===== config.mk =====
export PLATFORM = sky130hd
export DESIGN_NAME = adder_pipe_flags
export DESIGN_NICKNAME = d
export VERILOG_FILES = /design/src/rtl/adder_pipe_flags_pkg.sv /design/src/rtl/adder_flags_core.sv /design/src/rtl/adder_pipe_flags.sv
export SDC_FILE = /design/constraint.sdc
export NUM_CORES = 1
export LEC_CHECK = 0
export BUFFER_PORTS_ARGS = -buffer_cell sky130_fd_sc_hd__buf_2
export CAP_MARGIN = 0
export CORE_ASPECT_RATIO = 2
export CORE_MARGIN = 3
export CORE_UTILIZATION = 49
export DETAILED_ROUTE_END_ITERATION = 12
export GPL_ROUTABILITY_DRIVEN = 0
export PLACE_DENSITY = 0.78
export SLEW_MARGIN = 5
export SYNTH_ARGS = -nofsm -noshare
export SYNTH_HDL_FRONTEND = slang
export SYNTH_SLANG_ARGS = --single-unit

===== constraint.sdc =====
create_clock -name clk -period 7.45 [get_ports clk]
set_clock_uncertainty 0.05 [all_clocks]
set_input_delay 1.1175 -clock clk [delete_from_list [all_inputs] [get_ports clk]]
set_output_delay 1.1175 -clock clk [all_outputs]
set_load 0.02 [all_outputs]

===== src/rtl/adder_pipe_flags_pkg.sv =====
// Shared definitions for the pipelined flag adder: op encoding and flag-vector layout.
package adder_pipe_flags_pkg;

    localparam logic [1:0] OP_ADD = 2'd0;
    localparam logic [1:0] OP_ADC = 2'd1;
    localparam logic [1:0] OP_SUB = 2'd2;
    localparam logic [1:0] OP_SBB = 2'd3;

    localparam int unsigned FLAG_OVERFLOW = 0;
    localparam int unsigned FLAG_PARITY   = 1;
    localparam int unsigned FLAG_CARRY    = 2;
    localparam int unsigned FLAG_ZERO     = 3;
    localparam int unsigned FLAG_SIGN     = 4;
    localparam int unsigned NUM_FLAGS     = 5;

    // SUB/SBB invert operand B; ADC/SBB consume the stored carry.
    function automatic logic op_is_sub(input logic [1:0] op);
        return op[1];
    endfunction

    function automatic logic op_uses_carry(input logic [1:0] op);
        return op[0];
    endfunction

endpackage


===== src/rtl/adder_flags_core.sv =====
// Combinational WIDTH-bit add/subtract with carry-in, producing result and five flags.
module adder_flags_core
    import adder_pipe_flags_pkg::*;
#(
    parameter int unsigned WIDTH = 16
) (
    input  logic [WIDTH-1:0]     a,
    input  logic [WIDTH-1:0]     b,
    input  logic                 sub,
    input  logic                 cin,
    output logic [WIDTH-1:0]     y_c,
    output logic [NUM_FLAGS-1:0] flags_c
);

    logic [WIDTH-1:0] b_eff;
    logic [WIDTH:0]   sum;

    // Subtraction reuses the adder with B inverted; carry flag then reports borrow.
    always_comb begin
        b_eff   = sub ? ~b : b;
        sum     = {1'b0, a} + {1'b0, b_eff} + (WIDTH+1)'(cin);
        y_c     = sum[WIDTH-1:0];
        flags_c = '0;
        flags_c[FLAG_SIGN]     = sum[WIDTH-1];
        flags_c[FLAG_ZERO]     = (sum[WIDTH-1:0] == '0);
        flags_c[FLAG_CARRY]    = sum[WIDTH] ^ sub;
        flags_c[FLAG_PARITY]   = ~^sum[WIDTH-1:0];
        flags_c[FLAG_OVERFLOW] = (a[WIDTH-1] == b_eff[WIDTH-1]) && (sum[WIDTH-1] != a[WIDTH-1]);
    end

endmodule


===== src/rtl/adder_pipe_flags.sv =====
// Two-stage pipelined ADD/ADC/SUB/SBB with valid/ready handshake and stored carry flag.
module adder_pipe_flags
    import adder_pipe_flags_pkg::*;
#(
    parameter int unsigned WIDTH = 16
) (
    input  logic             clk,
    input  logic             rst_n,
    input  logic             in_valid,
    output logic             in_ready,
    input  logic [1:0]       op,
    input  logic [WIDTH-1:0] a,
    input  logic [WIDTH-1:0] b,
    input  logic             flag_clr,
    output logic             out_valid,
    input  logic             out_ready,
    output logic [WIDTH-1:0] y,
    output logic             sign,
    output logic             zero,
    output logic             carry,
    output logic             parity,
    output logic             overflow,
    output logic             cflag
);

    logic                 s1_valid;
    logic [1:0]           s1_op;
    logic [WIDTH-1:0]     s1_a;
    logic [WIDTH-1:0]     s1_b;
    logic                 s2_valid;
    logic [WIDTH-1:0]     s2_y;
    logic [NUM_FLAGS-1:0] s2_flags;

    logic                 s2_adv_c;
    logic                 s2_load_c;
    logic                 in_fire_c;
    logic                 cin_c;
    logic [WIDTH-1:0]     y_c;
    logic [NUM_FLAGS-1:0] flags_c;

    assign s2_adv_c  = !s2_valid || out_ready;
    assign s2_load_c = s2_adv_c && s1_valid;
    assign in_ready  = !s1_valid || s2_adv_c;
    assign in_fire_c = in_valid && in_ready;

    // SBB borrows when cflag is set, so its carry-in is the inverted flag.
    always_comb begin
        cin_c = 1'b0;
        if (op_is_sub(s1_op)) begin
            cin_c = op_uses_carry(s1_op) ? !cflag : 1'b1;
        end else begin
            cin_c = op_uses_carry(s1_op) ? cflag : 1'b0;
        end
    end

    adder_flags_core #(
        .WIDTH(WIDTH)
    ) u_core (
        .a       (s1_a),
        .b       (s1_b),
        .sub     (op_is_sub(s1_op)),
        .cin     (cin_c),
        .y_c     (y_c),
        .flags_c (flags_c)
    );

    // S1: operand register.
    always_ff @(posedge clk or negedge rst_n) begin
        if (!rst_n) begin
            s1_valid <= 1'b0;
            s1_op    <= OP_ADD;
            s1_a     <= '0;
            s1_b     <= '0;
        end else begin
            if (in_ready) begin
                s1_valid <= in_valid;
            end
            if (in_fire_c) begin
                s1_op <= op;
                s1_a  <= a;
                s1_b  <= b;
            end
        end
    end

    // S2: result/flag register; cflag follows every load so chained ops see it at once.
    always_ff @(posedge clk or negedge rst_n) begin
        if (!rst_n) begin
            s2_valid <= 1'b0;
            s2_y     <= '0;
            s2_flags <= '0;
            cflag    <= 1'b0;
        end else begin
            if (s2_adv_c) begin
                s2_valid <= s1_valid;
            end
            if (s2_load_c) begin
                s2_y     <= y_c;
                s2_flags <= flags_c;
                cflag    <= flags_c[FLAG_CARRY];
            end else if (flag_clr) begin
                cflag <= 1'b0;
            end
        end
    end

    assign out_valid = s2_valid;
    assign y         = s2_y;
    assign sign      = s2_flags[FLAG_SIGN];
    assign zero      = s2_flags[FLAG_ZERO];
    assign carry     = s2_flags[FLAG_CARRY];
    assign parity    = s2_flags[FLAG_PARITY];
    assign overflow  = s2_flags[FLAG_OVERFLOW];

endmodule


==> key figures <==
CTS
  • Clock tree from TritonCTS: built
  • Clock latency reported for the late side of the worst-skew pair: 0.33 ns
  • Clock root buffer: clkbuf_16
  • Total number of H-tree levels: 3
  • Hold-fix buffers at CTS: 0
  • Num CTS Buffers: 9
  • Clock transition time at the flip-flop clock pins of the worst setup and hold paths: 0.05 ns
  • Max Root-Sink Buffers: 2
  • Clock net sink count: 57
  • Number of setup buffers added after CTS: 0
  • Resized cells post-CTS: 0

Floorplanning
  • Core area: 0.00673 mm^2
  • Num rows: 42
  • Total Die Area: 0.00810 mm^2
  • Y dimension of the die: 124 um
  • Top Ports: 63
  • Die W: 65.1 um
  • Initial core utilization: 0.510

Synth
  • Cell types with the largest area share after synthesis: dfrtp_1 42%, mux2_2 11%, ha_1 8.4%, xor2_1 5.6%, xnor2_1 3.3%
  • Syn Inst Count: 315
  • Total standard cell area after synthesis: 0.00343 mm^2
  • Synthesis Warnings: 0
  • Average footprint of a synthesized cell: 10.9 um^2
  • Cell type with the largest total area after synthesis: dfrtp_1
  • Fraction of registers with async set/reset: 1.00
  • Dominant cell by count in the synthesized netlist: dfrtp_1
  • Syn Nets: 379
  • Yosys top cell area share: 0.416
  • Number of distinct library cell variants in the gate-level netlist after synthesis: 53
  • Flops & latches, synth: 57
  • Most instantiated flip-flop cell in the synthesis netlist: dfrtp_1
  • Most frequent cells after synthesis: 57 x dfrtp_1, 34 x mux2_2, 30 x nand2_1
  • Number of synthesized flops with an enable pin: 0
  • Fraction of the yosys area taken by sequential cells: 0.416

Critical path
  • Cell seen most often among critical-path stages: xnor2_1
  • Kind of capture point of the worst setup path: register
  • Top fanout value on the critical path: 3
  • Arrival time at the worst endpoint: 4.02 ns
  • Critical path buffer and inverter count: 0
  • Worst Path Class, Setup: reg2reg
  • Required time of the critical path: 7.57 ns
  • Slowest cell delay on critical path: 0.47 ns
  • Kind of start point of the critical path: register
  • Standard cell with the maximum stage delay on the critical path: fa_1
  • Cell chain of the critical path: xor2_1 -> fa_1 -> fa_1 -> a21o_2 -> a311o_1 -> a211oi_1 -> o21ai_0 -> and2_1 -> ha_1 -> xnor2_1 -> xnor2_1 -> xnor2_1 -> o21ai_0
  • Gate family responsible for the most delay along the worst path: compound AO/OA/AOI/OAI gates

Min path
  • Kind of path behind the tightest hold check: reg2reg

Detailed routing
  • Number of optimization iterations in the first detailed-route pass: 4
  • Number of nets still failing antenna checks after routing: 0
  • Detailed Route WL: 7.38 mm
  • DR iter-0 viols: 77
  • DR DRC count: 0
  • Vias per std cell: 5.61
  • WL/cell: 15.6 um
  • Via count: 2649

Global route
  • Vias in the first global route: 2879
  • Aggregate global-route resource usage: 0.210
  • First-pass GRT wire length: 13.0 mm
  • Antenna violations before repair: 0
  • Pin count of the biggest net entering global routing: 58
  • Grt total ovfl: 0

STA
  • Unrepaired setup endpoints after global routing: no
  • Tightest Pin Transition: 0.934 ns
  • Max-slew violation total from the final report: 0
  • Number of setup violations in the final report: 0
  • Fraction of the cycle the final worst path needs: 0.524
  • Relative slew slack: 0.376
  • Upper clock frequency limit: 256 MHz
  • Setup Total Neg Slack: 0 ns
  • Post-layout minimum cycle time: 3.90 ns
  • Final hold violation count: 0

Pwr
  • IR Drop Worst-Case VDD: 0.209 mV
  • P_leak: 1.92 nW
  • Total power of the final layout: 1.89 mW
  • Power density over the cells: 462 mW/mm^2

Finish
  • Net count of the finished layout: 443
  • Post-layout instance count excluding filler cells: 472
  • Area added between synthesis and finish: 19.5%
  • Number of antenna diodes: 0
  • Final Util: 0.609
  • Fraction of final layout cells sized beyond drive strength 1: 0.328

Placement
  • DPL Wire Length: 5.73 mm
  • Cells after DPL: 456
  • Buffers on Ports: 62

Flow run
  • Number of violations of the max-capacitance limit: 0

Status
  • Run status: finished, final reports clean
-- registers in the layout, summed over array words and instances (netlist names) --
signal     count
out_valid      1
s1_op          2
s2_flags       4
s1_a          16
s1_b          16
y             16
s1_valid       1
cflag          1
-- cell usage in the layout (no fill, tap or decap), types with 3 or more instances in the layout --
cell type  synthesis  final
a21o_2             4      4
and2_1             4      4
mux2_2            34     34
xnor2_1           13     13
a21oi_1           14     14
o211ai_1           5      5
nand3_1            6      6
inv_1              5      5
or3_1              3      3
a21o_1             4      4
nor2_1             8      8
o2111ai_1          3      3
xor2_1            22     22
ha_1              23     23
nand2_1           30     30
nand2b_1           4      4
a211oi_1           3      3
buf_4              2      3
o22ai_1            3      3
clkbuf_16          0      9
o211a_1            3      3
o21ai_0           19     19
buf_2              4     62
nor2b_1            3      3
clkbuf_8           1      3
dfrtp_1           57     57
nand4_1            4      4
-- area by class of cell --
cell class	count	area, um^2
well taps	88	110
flip-flops and latches	57	1430
inverters	5	18.8
clock inverters	2	35.0
multi-input cells	241	1900
fillers	636	2630
clock buffers	14	274
repair buffers	65	333
-- routing by layer --
layer | vias up | global-route usage | routed length, um
met5 | - | 0 | 0
met4 | 0 | 0.142 | 315
met3 | 30 | 0.0505 | 353
met2 | 85 | 0.365 | 4110
met1 | 1253 | 0.213 | 2600
li1 | 1281 | - | -
-- stage by stage --
stage | setup slack [ns] | cell area [um^2] | hold WS (ns)
after detailed placement | 3.61 | 3790 | 0.414
final | 3.55 | 4100 | 0.417
after global placement | 3.74 | 3790 | 0.408
after CTS | 3.58 | 4100 | 0.424
after global routing | 3.33 | 4100 | 0.448
after floorplan | 3.34 | 3430 | 0.429
-- path summary, 6_finish.rpt --
check	start	endpoint	slack [ns]	depth (start not counted)
setup / recovery	s1_op[1]$_DFFE_PN0P_	s2_flags[1]$_DFFE_PN0P_	3.55	13
hold / removal	y[1]$_DFFE_PN0P_	y[1]$_DFFE_PN0P_	0.42	2
setup reg to reg	s1_op[1]$_DFFE_PN0P_	s2_flags[1]$_DFFE_PN0P_	3.55	13
hold reg to reg	y[1]$_DFFE_PN0P_	y[1]$_DFFE_PN0P_	0.42	2
max in group asynchronous	rst_n	y[14]$_DFFE_PN0P_	6.02	2
min in group asynchronous	rst_n	s1_b[5]$_DFFE_PN0P_	0.87	2
-- kinds of logic after synthesis --
| group | Yosys count | share of synthesized area |
|---|---|---|
| AOI/OAI and AO/OA | 75 | 0.153 |
| xor gates and xnor gates | 35 | 0.0894 |
| adders and majority gates | 25 | 0.0956 |
| buffers and inverters | 17 | 0.0299 |
| DFF | 57 | 0.416 |
| muxes | 34 | 0.112 |
| and+or+nand+nor | 72 | 0.104 |
-- where the power goes --
| part | internal (mW) | switching, mW |
|---|---|---|
| combinational | 0.469 | 0.566 |
| clock | 0.285 | 0.132 |
| sequential | 0.394 | 0.0471 |
| total | 1.15 | 0.746 |
-- worst min-delay path, cell delays in order, from the launching register on --
cell     delay, ns
dfrtp_1       0.33
nand2_1       0.04
o21ai_0       0.06
Note: power is estimated with default switching activity, not from simulation.
